--- config.mk ---
export PLATFORM = sky130hd
export DESIGN_NAME = anita3_phi_auto_mask_ctrl_flat
export DESIGN_NICKNAME = d
export VERILOG_FILES = /design/src/rtl/anita3_trig_pkg.sv /design/src/rtl/anita3_phi_auto_mask_ctrl_if.sv /design/src/rtl/anita3_phi_rate_chan.sv /design/src/rtl/anita3_phi_auto_mask_ctrl.sv /design/src/flat_wrapper.sv
export SDC_FILE = /design/constraint.sdc
export NUM_CORES = 2
export LEC_CHECK = 0
export CAP_MARGIN = 20
export CORE_MARGIN = 5
export CORE_UTILIZATION = 60
export CTS_CLUSTER_DIAMETER = 40
export DETAILED_ROUTE_END_ITERATION = 12
export HOLD_SLACK_MARGIN = 0.1
export PLACE_DENSITY = 0.77
export SETUP_SLACK_MARGIN = 0.15
export SLEW_MARGIN = 20
export SYNTH_ARGS = -nofsm -noshare
export SYNTH_HDL_FRONTEND = slang
export SYNTH_SLANG_ARGS = --single-unit
--- constraint.sdc ---
create_clock -name clk250_i -period 70.7 [get_ports clk250_i]
set_input_delay 7.07 -clock clk250_i [delete_from_list [all_inputs] [get_ports clk250_i]]
set_output_delay 7.07 -clock clk250_i [all_outputs]
set_load 0.005 [all_outputs]
--- src/rtl/anita3_trig_pkg.sv ---
// Shared trigger constants: phi-sector geometry, mask bit layout and default widths.
package anita3_trig_pkg;

  localparam int unsigned NUM_PHI    = 16;
  localparam int unsigned NUM_POL    = 2;
  localparam int unsigned NUM_CH     = NUM_POL * NUM_PHI;
  localparam int unsigned CNT_W_DEF  = 16;
  localparam int unsigned HOLD_W_DEF = 4;
  localparam int unsigned WINDOW_DEF = 250000;
  localparam int unsigned SEL_W      = $clog2(NUM_CH);

  // Mask bit layout is {H[NUM_PHI-1:0], V[NUM_PHI-1:0]}
  localparam int unsigned V_OFS = 0;
  localparam int unsigned H_OFS = NUM_PHI;

  typedef logic [NUM_CH-1:0] phi_mask_t;

endpackage

--- src/rtl/anita3_phi_auto_mask_ctrl_if.sv ---
// Software mask write port: strobe plus data, answered by a one-cycle acknowledge.
interface anita3_phi_auto_mask_ctrl_if;
  import anita3_trig_pkg::*;

  logic      mask_wr;
  phi_mask_t mask_dat;
  logic      mask_ack;

  modport master (output mask_wr, output mask_dat, input mask_ack);
  modport slave  (input mask_wr, input mask_dat, output mask_ack);

endinterface

--- src/rtl/anita3_phi_rate_chan.sv ---
// One phi/pol channel: rising-edge counter over the gate window, latched rate,
// and the auto-mask bit with its hold-off counter.
module anita3_phi_rate_chan
  import anita3_trig_pkg::*;
#(
  parameter int unsigned CNT_W  = CNT_W_DEF,
  parameter int unsigned HOLD_W = HOLD_W_DEF
) (
  input  logic              clk_i,
  input  logic              rst_i,
  input  logic              phi_i,
  input  logic              win_end_i,
  input  logic              auto_en_i,
  input  logic [CNT_W-1:0]  thresh_i,
  input  logic [HOLD_W-1:0] hold_i,
  output logic [CNT_W-1:0]  latched_o,
  output logic              auto_o
);

  localparam int unsigned SUM_W = CNT_W + 1;

  logic              prev_q;
  logic [CNT_W-1:0]  cnt_q, cnt_d;
  logic [CNT_W-1:0]  latched_q, latched_d;
  logic [HOLD_W-1:0] hold_q, hold_d;
  logic              auto_q, auto_d;
  logic              edge_c;
  logic [SUM_W-1:0]  sum_c;
  logic [CNT_W-1:0]  fin_c;

  always_comb begin
    edge_c    = phi_i & ~prev_q;
    sum_c     = {1'b0, cnt_q} + SUM_W'(edge_c);
    fin_c     = sum_c[CNT_W] ? '1 : sum_c[CNT_W-1:0];
    cnt_d     = win_end_i ? '0 : fin_c;
    latched_d = win_end_i ? fin_c : latched_q;
    hold_d    = hold_q;
    auto_d    = auto_q;
    // Disable wins over any window-end decision
    if (!auto_en_i) begin
      hold_d = '0;
      auto_d = 1'b0;
    end else if (win_end_i) begin
      if (fin_c > thresh_i) begin
        auto_d = 1'b1;
        hold_d = hold_i;
      end else if (hold_q != '0) begin
        hold_d = hold_q - HOLD_W'(1);
      end else begin
        auto_d = 1'b0;
      end
    end
  end

  always_ff @(posedge clk_i or posedge rst_i) begin
    if (rst_i) begin
      prev_q    <= 1'b0;
      cnt_q     <= '0;
      latched_q <= '0;
      hold_q    <= '0;
      auto_q    <= 1'b0;
    end else begin
      prev_q    <= phi_i;
      cnt_q     <= cnt_d;
      latched_q <= latched_d;
      hold_q    <= hold_d;
      auto_q    <= auto_d;
    end
  end

  assign latched_o = latched_q;
  assign auto_o    = auto_q;

endmodule

--- src/rtl/anita3_phi_auto_mask_ctrl.sv ---
// Phi-sector mask controller: per-channel rate gating with auto-masking, merged
// with the software mask to drive the L1->phi map mask input.
module anita3_phi_auto_mask_ctrl
  import anita3_trig_pkg::*;
#(
  parameter int unsigned WINDOW = WINDOW_DEF,
  parameter int unsigned CNT_W  = CNT_W_DEF,
  parameter int unsigned HOLD_W = HOLD_W_DEF
) (
  input  logic                       clk250_i,
  input  logic                       rst_i,
  input  logic [NUM_PHI-1:0]         V_pol_phi_i,
  input  logic [NUM_PHI-1:0]         H_pol_phi_i,
  anita3_phi_auto_mask_ctrl_if.slave sw_bus,
  input  logic                       auto_en_i,
  input  logic [CNT_W-1:0]           thresh_i,
  input  logic [HOLD_W-1:0]          hold_i,
  input  logic [SEL_W-1:0]           rate_sel_i,
  output logic [CNT_W-1:0]           rate_o,
  output logic                       window_o,
  output phi_mask_t                  auto_mask_o,
  output phi_mask_t                  mask_o
);

  localparam int unsigned WIN_W = $clog2(WINDOW);

  logic [WIN_W-1:0] win_q, win_d;
  logic             window_q, window_d;
  phi_mask_t        sw_q, sw_d;
  phi_mask_t        mask_q, mask_d;
  logic             ack_q, ack_d;
  logic [CNT_W-1:0] rate_q, rate_d;
  phi_mask_t        phi_c;
  phi_mask_t        auto_c;
  logic [CNT_W-1:0] latched_c [NUM_CH];

  always_comb begin
    phi_c                    = '0;
    phi_c[V_OFS +: NUM_PHI]  = V_pol_phi_i;
    phi_c[H_OFS +: NUM_PHI]  = H_pol_phi_i;
  end

  for (genvar c = 0; c < NUM_CH; c++) begin : g_chan
    anita3_phi_rate_chan #(
      .CNT_W  (CNT_W),
      .HOLD_W (HOLD_W)
    ) u_chan (
      .clk_i     (clk250_i),
      .rst_i     (rst_i),
      .phi_i     (phi_c[c]),
      .win_end_i (window_q),
      .auto_en_i (auto_en_i),
      .thresh_i  (thresh_i),
      .hold_i    (hold_i),
      .latched_o (latched_c[c]),
      .auto_o    (auto_c[c])
    );
  end

  // window_q is pre-decoded so it is high exactly while win_q == WINDOW-1
  always_comb begin
    win_d    = (win_q == WIN_W'(WINDOW - 1)) ? '0 : win_q + WIN_W'(1);
    window_d = (win_d == WIN_W'(WINDOW - 1));
    sw_d     = sw_bus.mask_wr ? sw_bus.mask_dat : sw_q;
    ack_d    = sw_bus.mask_wr;
    mask_d   = sw_q | auto_c;
    rate_d   = latched_c[rate_sel_i];
  end

  always_ff @(posedge clk250_i or posedge rst_i) begin
    if (rst_i) begin
      win_q    <= '0;
      window_q <= 1'b0;
      sw_q     <= '0;
      mask_q   <= '0;
      ack_q    <= 1'b0;
      rate_q   <= '0;
    end else begin
      win_q    <= win_d;
      window_q <= window_d;
      sw_q     <= sw_d;
      mask_q   <= mask_d;
      ack_q    <= ack_d;
      rate_q   <= rate_d;
    end
  end

  assign sw_bus.mask_ack = ack_q;
  assign rate_o          = rate_q;
  assign window_o        = window_q;
  assign auto_mask_o     = auto_c;
  assign mask_o          = mask_q;

endmodule

--- src/flat_wrapper.sv ---
// flat-port wrapper written by rule: the top's interface ports become plain ports
module anita3_phi_auto_mask_ctrl_flat import anita3_trig_pkg::*;
#(
  parameter int unsigned WINDOW = WINDOW_DEF,
  parameter int unsigned CNT_W  = CNT_W_DEF,
  parameter int unsigned HOLD_W = HOLD_W_DEF
)
  (clk250_i, rst_i, V_pol_phi_i, H_pol_phi_i, auto_en_i, thresh_i, hold_i, rate_sel_i, rate_o, window_o, auto_mask_o, mask_o, sw_bus_mask_wr, sw_bus_mask_dat, sw_bus_mask_ack);
  anita3_phi_auto_mask_ctrl_if sw_bus_i ();
  input  logic clk250_i;
  input  logic rst_i;
  input  logic [NUM_PHI-1:0] V_pol_phi_i;
  input  logic [NUM_PHI-1:0] H_pol_phi_i;
  input  logic auto_en_i;
  input  logic [CNT_W-1:0] thresh_i;
  input  logic [HOLD_W-1:0] hold_i;
  input  logic [SEL_W-1:0] rate_sel_i;
  output logic [CNT_W-1:0] rate_o;
  output logic window_o;
  output phi_mask_t auto_mask_o;
  output phi_mask_t mask_o;
  input wire logic [$bits(sw_bus_i.mask_wr)-1:0] sw_bus_mask_wr;
  input wire logic [$bits(sw_bus_i.mask_dat)-1:0] sw_bus_mask_dat;
  output wire logic [$bits(sw_bus_i.mask_ack)-1:0] sw_bus_mask_ack;
  assign sw_bus_i.mask_wr = sw_bus_mask_wr;
  assign sw_bus_i.mask_dat = sw_bus_mask_dat;
  assign sw_bus_mask_ack = sw_bus_i.mask_ack;
  anita3_phi_auto_mask_ctrl #(.WINDOW(WINDOW), .CNT_W(CNT_W), .HOLD_W(HOLD_W)) u_core (.clk250_i(clk250_i), .rst_i(rst_i), .V_pol_phi_i(V_pol_phi_i), .H_pol_phi_i(H_pol_phi_i), .sw_bus(sw_bus_i), .auto_en_i(auto_en_i), .thresh_i(thresh_i), .hold_i(hold_i), .rate_sel_i(rate_sel_i), .rate_o(rate_o), .window_o(window_o), .auto_mask_o(auto_mask_o), .mask_o(mask_o));
endmodule
# ---- Word-level counts from Yosys, hierarchy flattened
# Cells that the tools add are included.
dict set report classes {
  addsub 65
  n_mul 0
  div 0
  order_cmp 33
  n_eq_ne 67
  shift 0
  muxes 324
  n_bitwise 66
  n_reduce_logical 96
}
# op count
set op_table {}
lappend op_table {{16-bit two-way mux} 66}
lappend op_table {{16-bit by 1-bit adder with 17-bit output} 32}
lappend op_table {{16-bit greater-than comparator} 32}
lappend op_table {{4-bit two-way mux} 128}
lappend op_table {{1-bit two-way mux} 128}
lappend op_table {{2-bit AND reduction} 64}
lappend op_table {{4-bit nonzero test} 32}
lappend op_table {{4-bit by 1-bit subtractor with 4-bit output, second input constant} 32}
lappend op_table {{3-bit by 1-bit != test with 1-bit output, second input constant} 32}
lappend op_table {{3-bit != test, second input constant} 32}
lappend op_table {{16-bit binary-select mux with 5-bit select} 1}
lappend op_table {{18-bit == test, second input constant} 2}
lappend op_table {{1-bit AND} 32}
lappend op_table {{1-bit NOT} 32}
lappend op_table {{32-bit bitwise OR} 1}
lappend op_table {{18-bit by 1-bit adder with 18-bit output, second input constant} 1}
lappend op_table {{18-bit two-way mux} 1}
lappend op_table {{6-bit >= comparator, second input constant} 1}
lappend op_table {{5-bit NOT with 6-bit output} 1}
lappend op_table {{2-bit by 1-bit != test with 1-bit output, second input constant} 1}
dict set report word_totals {
  register_bits 1316
  latchBits 0
  ramBits 0
  rom_bits 0
  input_bits 93
  output_inout_bits 82
  word_cells 817
  mem_count 0
}

# ---- Longest topological paths before layout
dict set report logic_depth {
  depth_word 8
  depth_mapped 18
  mapped_depth_nobuf 16
}

# ---- Hierarchy
# Synthesis repeated with hierarchy kept, for this count alone.
dict set report hier_totals {
  cells_unflattened 8739
  hier_area_um2 80429.6
}
# module n_inst cells_each area_each_um2 seq_area_each_um2
set modules_own_cells {}
lappend modules_own_cells {{anita3_phi_rate_chan (u_core.g_chan[0].u_chan ...)} 24 256 2277.2 950.9}
lappend modules_own_cells {{anita3_phi_rate_chan (u_core.g_chan[21].u_chan ...)} 5 253 2255.9 950.9}
lappend modules_own_cells {anita3_phi_auto_mask_ctrl 1 564 7718.7 2502.4}
lappend modules_own_cells {{anita3_phi_rate_chan (u_core.g_chan[9].u_chan)} 1 257 2273.4 950.9}
lappend modules_own_cells {{anita3_phi_rate_chan (u_core.g_chan[23].u_chan)} 1 254 2263.4 950.9}
lappend modules_own_cells {{anita3_phi_rate_chan (u_core.g_chan[4].u_chan)} 1 255 2242.2 950.9}

# ---- Worst setup path before layout
# No wires, ideal clock.
dict set report synth_timing {
  kind {input -> register}
  from {input H_pol_phi_i[5]}
  to {register u_core.g_chan[21].u_chan.hold_q[2]}
  setup_ns 0.131
  t_arrival_ns 10.541
  t_required_ns 70.569
  path_slack_ns 60.027
  cell_stages 18
  path_buffers 3
  cell_sequence {nor2b_1 > ha_1 > ha_1 > and4_1 > and3_1 > clkbuf_1 > nand2_1 > nor2_1 > clkbuf_1 > nor2_1 > inv_1 > ha_1 > nand4_1 > or4_1 > or3_1 > buf_6 > a32o_1 > or3_1}
}
dict set report synth_between {
  elab_chain_cells 7
  elab_cells_between_ends 9
  cone_classes {add/sub: 1; order compare: 1; eq/ne: 1; mux: 4; bitwise: 1; reduce/logical: 1}
}
# element line_no
set synth_lines {}
lappend synth_lines {{start: declaration} flat_wrapper.sv:13} ;# input logic [NUM_PHI-1:0] H_pol_phi_i;
lappend synth_lines {{1-bit AND *} anita3_phi_rate_chan.sv:32} ;# edge_c = phi_i & ~prev_q;
lappend synth_lines {{16-bit by 1-bit adder with 17-bit output *} anita3_phi_rate_chan.sv:33} ;# sum_c = {1'b0, cnt_q} + SUM_W'(edge_c);
lappend synth_lines {{16-bit two-way mux *} anita3_phi_rate_chan.sv:34} ;# fin_c = sum_c[CNT_W] ? '1 : sum_c[CNT_W-1:0];
lappend synth_lines {{net u_core.g_chan[21].u_chan.fin_c[10]} anita3_phi_rate_chan.sv:29} ;# logic [CNT_W-1:0] fin_c;
lappend synth_lines {{16-bit greater-than comparator *} anita3_phi_rate_chan.sv:44} ;# if (fin_c > thresh_i) begin
lappend synth_lines {{4-bit two-way mux} anita3_phi_rate_chan.sv:44}
lappend synth_lines {{4-bit two-way mux} anita3_phi_rate_chan.sv:43} ;# end else if (win_end_i) begin
lappend synth_lines {{4-bit two-way mux} anita3_phi_rate_chan.sv:40} ;# if (!auto_en_i) begin
lappend synth_lines {{end signal: assignment} anita3_phi_rate_chan.sv:66} ;# hold_q <= hold_d;
lappend synth_lines {{end: declaration} anita3_phi_rate_chan.sv:25} ;# logic [HOLD_W-1:0] hold_q, hold_d;
# The timed path passes the listed nets; every way through them passes the cells marked *. The select of a mux whose other input is x is not followed.
# A chain may end at the register's enable or synchronous reset.

# ---- Worst setup path in the final report
dict set report layout_timing {
  from {input H_pol_phi_i[9]}
  to {register u_core.g_chan[25].u_chan.hold_q[2]}
}
dict set report layout_between {
  elab_chain_cells 7
  elab_cells_between_ends 9
  cone_classes {add/sub: 1; order compare: 1; eq/ne: 1; mux: 4; bitwise: 1; reduce/logical: 1}
}
# element line_no
set layout_lines {}
lappend layout_lines {{1-bit AND *} anita3_phi_rate_chan.sv:32}
lappend layout_lines {{16-bit by 1-bit adder with 17-bit output *} anita3_phi_rate_chan.sv:33}
lappend layout_lines {{16-bit two-way mux *} anita3_phi_rate_chan.sv:34}
lappend layout_lines {{net u_core.g_chan[25].u_chan.fin_c[10]} anita3_phi_rate_chan.sv:29}
lappend layout_lines {{16-bit greater-than comparator *} anita3_phi_rate_chan.sv:44}
lappend layout_lines {{4-bit two-way mux} anita3_phi_rate_chan.sv:44}
lappend layout_lines {{4-bit two-way mux} anita3_phi_rate_chan.sv:43}
lappend layout_lines {{4-bit two-way mux} anita3_phi_rate_chan.sv:40}
lappend layout_lines {{end signal: assignment} anita3_phi_rate_chan.sv:66}
lappend layout_lines {{end: declaration} anita3_phi_rate_chan.sv:25}
# Marks and branches as above.

==> results.py <==
metrics = {
    "synthesis": {
        "ys_types": 81,
        "synth.largest_area_cell": "dfrtp_1",
        "synth_area_leaders": "dfrtp_1 43%, ha_1 10%, nor2_1 6.2%, a21oi_1 5.0%, mux4_2 4.7%",
        "netlist_instances": 8067,
        "syn_area_per_cell_um2": 9.47,
        "yosysSeqAreaShare": 0.431,
        "synth_edf_count": 0,
        "netlist_area_mm2": 0.0764,
        "synth_fp_nets": 8801,
        "ys.flop_type": "dfrtp_1",
        "async_flop_share": 1.00,
        "synth-seq-cells": 1316,
        "yosysWarningCount": 0,
        "synth_top_area_frac": 0.431,
    },
    "global_route": {
        "antenna_found_initial": 19,
        "grt_first_pass_wirelength_um": 356000,
        "grt_start_max_net_pins": 257,
        "grt_use_total": 0.338,
        "grt_pass1_vias": 62100,
        "overflow": 0,
    },
    "cts": {
        "tritoncts": "done",
        "postCtsHoldBufs": 0,
        "htreeDepth": 4,
        "worst_skew_pair.late_latency_ns": 0.83,
        "numCtsBuffers": 190,
        "clk_pin_slew_ns": 0.06,
        "post-cts-setup-buffers": 0,
        "cts_sinks": 1316,
        "cts-root-buf": "clkbuf_16",
        "clockBufferDepth": 3,
        "cts_resized": 0,
    },
    "placed_design": {
        "port_buffers": 174,
        "gp_congestion": 0.956,
        "hpwl_um": 155000,
    },
    "timing": {
        "drv_slew": 0,
        "setup_tns_ns": 0,
        "max_slew_margin": 0.213,
        "rsz0062_at_grt": "no",
        "fin_worst_skew_ns": 0.0289,
        "max_freq_mhz": 88.8,
        "setup_viol_count_final": 0,
        "hold_viol": 0,
        "timing.final.crit_share": 0.159,
        "worst_pin_slew_ns": 1.18,
        "fin_crit_ns": 11.26,
    },
    "finish": {
        "drive_gt1_frac": 0.0963,
        "syn_to_final_growth_pct": 12.7,
        "final.fill_count": 9630,
        "final_common_cell": "dfrtp_1",
        "final_core_util": 0.678,
        "finalNetCount": 8887,
        "final_cell_mix": "1315 x dfrtp_1, 1263 x nor2_1, 764 x a21oi_1, 641 x ha_1, 536 x inv_1",
    },
    "setup_path": {
        "path_cells": "clkdlybuf4s50_1 -> nor2b_1 -> ha_1 -> ha_1 -> and2_1 -> nand3_1 -> nor3_1 -> nor2_1 -> inv_1 -> ha_1 -> nand4_1 -> or3_1 -> o211ai_1 -> a2111oi_0 -> a221o_1",
        "cp-start-kind": "primary input",
        "critPathRequiredTime_ns": 71.40,
        "end_kind": "flop",
        "cp_max_fo": 8,
        "reg2reg_from": "u_core.window_o$_DFF_PP0_",
        "critical_path.startpoint": "H_pol_phi_i[9]",
        "worst_path_most_repeated_cell": "ha_1",
        "worstSetupPathType": "primary input to flop",
        "critPathSlowestCell": "o211ai_1",
        "worstPathArrival_ns": 11.95,
        "slowest_delay_ns": 0.89,
    },
    "detailed_routing": {
        "drcViolationCount": 0,
        "vias": 63400,
        "vias_per_cell": 6.35,
        "wirelength_um": 231000,
        "drtIter0Drc": 6286,
        "first_pass_iters": 8,
        "wl_per_cell_um": 23.2,
        "drtAntennaViolNets": 0,
    },
    "floorplanning": {
        "start_util": 0.601,
        "die_x_um": 367,
        "rows": 131,
        "io_pins": 175,
        "core_area_mm2": 0.127,
        "die-area_mm2": 0.135,
        "die_h_um": 367,
    },
    "hold_path": {
        "worstHoldStart": "u_core.sw_q[2]$_DFFE_PP0P_",
        "hp-class": "flop to flop",
    },
    "status": {
        "status": "completed",
    },
    "power_and_ir_drop": {
        "ir_drop_mv": 0.0281,
        "power_density_mw_per_mm2": 26.0,
        "leakagePower_nw": 41.3,
    },
    "flow_run": {
        "drv_cap": 0,
    },
}
[sequential cells by signal, indices dropped and copies added (netlist names)]
signal / flops
u_core.g_chan.u_chan.hold_q: 128
u_core.sw_q: 32
u_core.window_o: 1
u_core.sw_bus.mask_ack: 1
u_core.rate_o: 16
u_core.mask_o: 32
u_core.win_q: 18
u_core.g_chan.u_chan.auto_o: 32
u_core.g_chan.u_chan.prev_q: 32
u_core.g_chan.u_chan.cnt_q: 512
u_core.g_chan.u_chan.latched_o: 512
[layout make-up]
type	instances	area [µm²]	area share
Inverter	554	2090	0.0243
Sequential cell	1316	32900	0.382
Clock buffer	230	5160	0.0599
Clock inverter	127	1540	0.0179
Multi-Input combinational cell	5846	40000	0.464
Antenna cell	9	22.5	0.000261
Tap cell	1662	2080	0.0241
Timing Repair Buffer	245	2300	0.0268
[worst paths after layout]
path	endpoint	slack, ns	cells after the start
max	u_core.g_chan[25].u_chan.hold_q[2]$_DFFE_PP0P_	59.44	15
min in group asynchronous	u_core.g_chan[22].u_chan.prev_q$_DFF_PP0_	6.82	2
min	u_core.mask_o[2]$_DFF_PP0_	0.45	1
min reg2reg	u_core.mask_o[2]$_DFF_PP0_	0.45	1
max in group asynchronous	u_core.g_chan[12].u_chan.latched_o[10]$_DFFE_PP0P_	59.69	6
max reg2reg	u_core.g_chan[19].u_chan.hold_q[1]$_DFFE_PP0P_	65.78	7
[cells in the mapped netlist (all sizes together), types with 30 or more instances]
library cell and instances:
dfrtp 1316, nor2 1265, a21oi 764, ha 641, inv 553, nand2 445, clkbuf 273, nand3 270
and2 238, o21ai 234, nand4 194, mux4 160, and3 157, xnor2 138, xor2 132, mux2 123
nor3 109, nor2b 86, o21a 80, buf 78, or3 70, and4 66, mux2i 61, a31oi 57
nor4 52, or2 49, nor3b 42, nand2b 40, o211ai 34, a21o 30
[report_power, final]
group	internal, W	switching (W)	total [W]
clock network	0.000602	0.000387	0.000989
logic	0.000148	0.000239	0.000387
registers	0.000812	0.0000513	0.000863
[metal layers]
layer  vias to the layer above  track usage  part of all wire
met5                         -            0           0.00043
met3                       833       0.0791             0.088
met1                     31000        0.419              0.38
met4                        16        0.226             0.079
li1                      28600            -                 -
met2                      2950        0.530              0.45
[worst max-delay path: cells and delay by family]
family,cells,cell delay (ns)
buffers and inverters,2,0.57
AO/OA/AOI/OAI,3,1.48
adder cells (fa/ha/maj),3,0.55
AND/OR/NAND/NOR,7,2.28
[cell families after synthesis]
| logic type | share of synthesized area |
|---|---|
| AO/OA/AOI/OAI | 0.114 |
| XOR/XNOR | 0.0309 |
| adder cells (fa/ha/maj) | 0.105 |
| buffers and inverters | 0.0464 |
| flip-flops | 0.431 |
| multiplexers | 0.0733 |
| AND/OR/NAND/NOR | 0.200 |
[metrics by stage]
stage               cells  worst slack (ns)  cell area [µm²]  hold WS [ns]  total power, W
global route         9981             58.93            86100         0.471         0.00234
finish               9989             59.44            86100         0.448         0.00224
detailed placement   9622             58.71            79400         0.443         0.00125
global placement     9622             58.77            79400         0.438         0.00123
CTS                  9979             59.57            86100         0.453         0.00224
floorplan            8067             26.53            76400         0.433         0.00113
(Power assumes the default switching activity.)
